File: src/rtl/plab4_net_domain_outbuf.sv
// Splits one ring-network terminal output into two per-domain FIFOs.
// Each FIFO registers its entries; an empty port always shows zeros.
module plab4_net_domain_outbuf #(
  parameter int p_payload_cnbits = 32,
  parameter int p_payload_dnbits = 32,
  parameter int p_opaque_nbits   = 3,
  parameter int p_srcdest_nbits  = 3,
  parameter int p_num_entries    = 2
)(
  input  logic clk,
  input  logic reset,

  input  logic in_val,
  output logic in_rdy,
  input  logic in_domain,
  input  logic [2*p_srcdest_nbits+p_opaque_nbits+p_payload_cnbits-1:0]
               in_msg_control,
  input  logic [p_payload_dnbits-1:0] in_msg_data,

  output logic out_val_d1,
  input  logic out_rdy_d1,
  output logic [2*p_srcdest_nbits+p_opaque_nbits+p_payload_cnbits-1:0]
               out_msg_control_d1,
  output logic [p_payload_dnbits-1:0] out_msg_data_d1,

  output logic out_val_d2,
  input  logic out_rdy_d2,
  output logic [2*p_srcdest_nbits+p_opaque_nbits+p_payload_cnbits-1:0]
               out_msg_control_d2,
  output logic [p_payload_dnbits-1:0] out_msg_data_d2,

  output logic [$clog2(p_num_entries+1)-1:0] count_d1,
  output logic [$clog2(p_num_entries+1)-1:0] count_d2
);

  localparam int M  = 2*p_srcdest_nbits + p_opaque_nbits + p_payload_cnbits;
  localparam int EW = M + p_payload_dnbits;
  localparam int CW = $clog2(p_num_entries+1);
  localparam int PW = $clog2(p_num_entries);
  localparam logic [CW-1:0] FULL = CW'(p_num_entries);

  logic [EW-1:0] mem [2][p_num_entries];
  logic [PW-1:0] head [2];
  logic [PW-1:0] tail [2];
  logic [CW-1:0] cnt  [2];

  logic [1:0] full;
  logic [1:0] val;
  logic [1:0] rdy;
  logic [1:0] enq;
  logic [1:0] deq;

  logic [EW-1:0] hd1;
  logic [EW-1:0] hd2;

  assign full[0] = (cnt[0] == FULL);
  assign full[1] = (cnt[1] == FULL);

  // Readiness looks only at occupancy, never at a same-cycle dequeue.
  assign in_rdy = reset && (in_domain ? !full[1] : !full[0]);

  assign enq[0] = in_val && in_rdy && !in_domain;
  assign enq[1] = in_val && in_rdy &&  in_domain;

  assign val[0] = reset && (cnt[0] != '0);
  assign val[1] = reset && (cnt[1] != '0);
  assign rdy    = {out_rdy_d2, out_rdy_d1};
  assign deq    = val & rdy;

  always_ff @(posedge clk) begin
    if (!reset) begin
      for (int d = 0; d < 2; d++) begin
        head[d] <= '0;
        tail[d] <= '0;
        cnt[d]  <= '0;
      end
    end else begin
      for (int d = 0; d < 2; d++) begin
        if (enq[d]) tail[d] <= tail[d] + PW'(1);
        if (deq[d]) head[d] <= head[d] + PW'(1);
        unique case ({enq[d], deq[d]})
          2'b10:   cnt[d] <= cnt[d] + CW'(1);
          2'b01:   cnt[d] <= cnt[d] - CW'(1);
          default: cnt[d] <= cnt[d];
        endcase
      end
    end
  end

  // Storage is never cleared; the output mask hides stale entries.
  always_ff @(posedge clk) begin
    for (int d = 0; d < 2; d++) begin
      if (enq[d]) mem[d][tail[d]] <= {in_msg_control, in_msg_data};
    end
  end

  assign hd1 = val[0] ? mem[0][head[0]] : '0;
  assign hd2 = val[1] ? mem[1][head[1]] : '0;

  assign out_val_d1 = val[0];
  assign out_val_d2 = val[1];
  assign {out_msg_control_d1, out_msg_data_d1} = hd1;
  assign {out_msg_control_d2, out_msg_data_d2} = hd2;

  assign count_d1 = cnt[0];
  assign count_d2 = cnt[1];

endmodule

File: config.mk
export PLATFORM = sky130hd
export DESIGN_NAME = plab4_net_domain_outbuf
export DESIGN_NICKNAME = d
export VERILOG_FILES = /design/src/rtl/plab4_net_domain_outbuf.sv
export SDC_FILE = /design/constraint.sdc
export NUM_CORES = 1
export LEC_CHECK = 0
export ABC_CLOCK_PERIOD_IN_PS = 17550
export CAP_MARGIN = 0
export CORE_MARGIN = 1
export CORE_UTILIZATION = 51
export CTS_CLUSTER_SIZE = 25
export DETAILED_ROUTE_END_ITERATION = 10
export PLACE_DENSITY = 0.79
export SLEW_MARGIN = 40
export SYNTH_ARGS = -nofsm -noshare
export SYNTH_HDL_FRONTEND = slang
export SYNTH_SLANG_ARGS = --single-unit
export TNS_END_PERCENT = 30
File: constraint.sdc
create_clock -name clk -period 17.55 [get_ports clk]
set_clock_uncertainty 0.15 [all_clocks]
set_input_delay 5.265 -clock clk [delete_from_list [all_inputs] [get_ports clk]]
set_output_delay 5.265 -clock clk [all_outputs]
set_load 0.005 [all_outputs]
==> metrics.csv <==
metric,value,unit
Post-synth EDFFs,300,
Synth Register Bits,300,
TritonCTS clock tree,built,
kind of critical path,in2out,
clock root cell,clkbuf_16,
Switching Fraction,0.213,
n_diodes,0,
GP Congestion,0.781,
"Slew Viols, Final",0,
Post-synth ARST share,0,
Clk pwr share,0.364,
clk sinks,300,
outcome,finished with violations,
Post-DP HPWL,14000,um
first drt pass iteration count,10,
MaxCap Viol Count,0,
Leak Pwr,5.19,nW
predominant post-synthesis flop cell,edfxtp_1,
Mapped Avg Cell Area,17.1,um2
row count,54,
Max H-tree Level,1,
layout cell share with drive strength beyond 1,0.0609,
post-route ant nets,0,
vias,6375,
Worst-Skew Late Latency,530,ps
post_cts resized,0,
CP cell instances,clkdlybuf4s50_1 -> nand2b_2 -> buf_4 -> nor2_1 -> clkdlybuf4s50_1,
NetSw,0.333,mW
CTS buffer count,29,
worst-path maximum fanout,42,
synthesized area,11600,um2
Port Buffers,231,
"Hold Vio Cnt, Final",0,
final core occ,0.683,
global route overflow,0,
hold bufs inserted after CTS,0,
Final nets,1004,
Synth area leaders,"edfxtp_1, mux2i_1, nor2_1",
YS warnings,0,
combinational share of power,0.117,
Post-route DRC,14,
first-pass GRT wire length,35900,um
Mapped Cells,678,
largest net degree at the start of global routing,75,
CP endpoint kind,output pin,
Setup-failing EPs final,0,
Die Span Y,153,um
vias per cell,5.24,
Least-Margin Pin Slew,820,ps
Power Dens Cells,104,nW/um2
"slowest stage delay, CP",820,ps
Synth cell types,29,
Post-CTS Setup Inserts,0,
synth-to-layout area growth,30.1,%
RSZ-0062 raised after global routing,no,
initial antenna violation count,0,
die area,23300,um2
CP arrival,7850,ps
Fmax,75.4,MHz
total power,1.57,mW
Synth Net Count,763,
drt wl/cell,19.2,um
top-count cell post-synth,edfxtp_1,
CP dominant cell by count,clkdlybuf4s50_1,
Filler Cell Count,1476,
Die X,153,um
"CP delay by family, top",buffers and inverters,
post-synth top area cell,edfxtp_1,
"Clk pin slew, worst setup/hold paths",60,ps
Place WS,4280,ps
sequential share of the synthesized area,0.779,
core area,22000,um2
final setup margin,4280,ps
sequential power share,0.519,
Pint,1.23,mW
Worst Path Buf+Inv,3,
Setup crit start kind,input port,
GRT Total Usage,0.201,
Worst EP required,12140,ps
peak supply drop,0.0907,mV
minimum clock period,13270,ps
"wirelength, routed",23300,um
Slew HR,0.453,
"top cells by count, synth","edfxtp_1, nor2_1, mux2i_1",
total negative slack,0,ps
initial core utilization,0.525,
Yosys top cell area share,0.779,
1st-iter DRT viols,450,
failing checks,DRC,
Max clock buf depth,3,
vias in the first global route,6494,
fin crit share,0.756,
slowest cell on the critical path,clkdlybuf4s50_1,
worst hold-check path type,reg2reg,
I/O Pins,232,
-- cell usage in the layout (no fill, tap or decap), drive strengths merged, types with 3 or more instances in the layout --
cell,Yosys,layout
buf,32,13
clkbuf,2,35
clkdlybuf4s50,0,231
clkinv,0,9
edfxtp,300,300
ha,6,6
inv,10,11
mux2i,146,146
nand2,3,3
nor2,154,154
o21ai,4,4
-- power groups by stage --
stage	clock [mW]	combinational [mW]	sequential [mW]
4_1_cts	0.581	0.185	0.813
5_1_grt	0.610	0.197	0.814
2_1_floorplan	0	0.0871	0.829
6_report	0.570	0.183	0.813
3_5_place_dp	0	0.184	0.828
3_3_place_gp	0	0.182	0.827
-- metrics by stage --
step | hold WS, ps | area (um2) | std cells
global placement | 427 | 14200 | 1168
global route | 455 | 15000 | 1216
finish | 429 | 15000 | 1216
CTS | 429 | 15000 | 1216
floorplan | 412 | 11600 | 678
detailed placement | 425 | 14200 | 1168
-- final cells by class --
type                            count  area [um2]  share of cell area
Multi-Input combinational cell    334        2350               0.157
Sequential cell                   300        9010               0.599
Timing Repair Buffer              244        2420               0.161
Inverter                           10        37.5             0.00250
Tap cell                          280         350              0.0233
Clock inverter                     13         118             0.00782
Clock buffer                       35         748              0.0498
-- metal layers --
layer	share of wire	wire length (um)	GRT usage
met4	0.026	606	0.0678
met2	0.51	12000	0.352
met1	0.40	9240	0.251
met5	0	0	0
met3	0.064	1480	0.0395
-- worst register-to-register path, cell delays in order (launching register included) --
cell and delay (ps):
edfxtp_1 420, ha_1 250, nand4b_1 400, nor2_4 170, buf_4 460, buf_4 630
-- path summary, 6_finish.rpt --
check | from | endpoint | slack [ps] | cells after the start
worst max-delay path | reset | out_msg_control_d2[21] | 4280 | 5
worst min-delay path | cnt[1][0]$_DFFE_PP_ | cnt[1][0]$_DFFE_PP_ | 430 | 1
worst max register to register | cnt[1][1]$_DFFE_PP_ | mem[0][152]$_DFFE_PP_ | 14680 | 5
worst min register to register | cnt[1][0]$_DFFE_PP_ | cnt[1][0]$_DFFE_PP_ | 430 | 1
-- state kept, by name, summed over array words and instances (netlist names) --
register  count
cnt           4
head          2
mem         292
tail          2
-- kinds of logic after synthesis --
family / share of synthesized area
adder cells (fa/ha/maj): 0.00649
multiplexers: 0.126
AND/OR/NAND/NOR: 0.0577
XOR/XNOR: 0.00195
buffers and inverters: 0.0208
AO/OA/AOI/OAI: 0.00758
flip-flops: 0.779
Note: power is estimated with default switching activity, not from simulation.
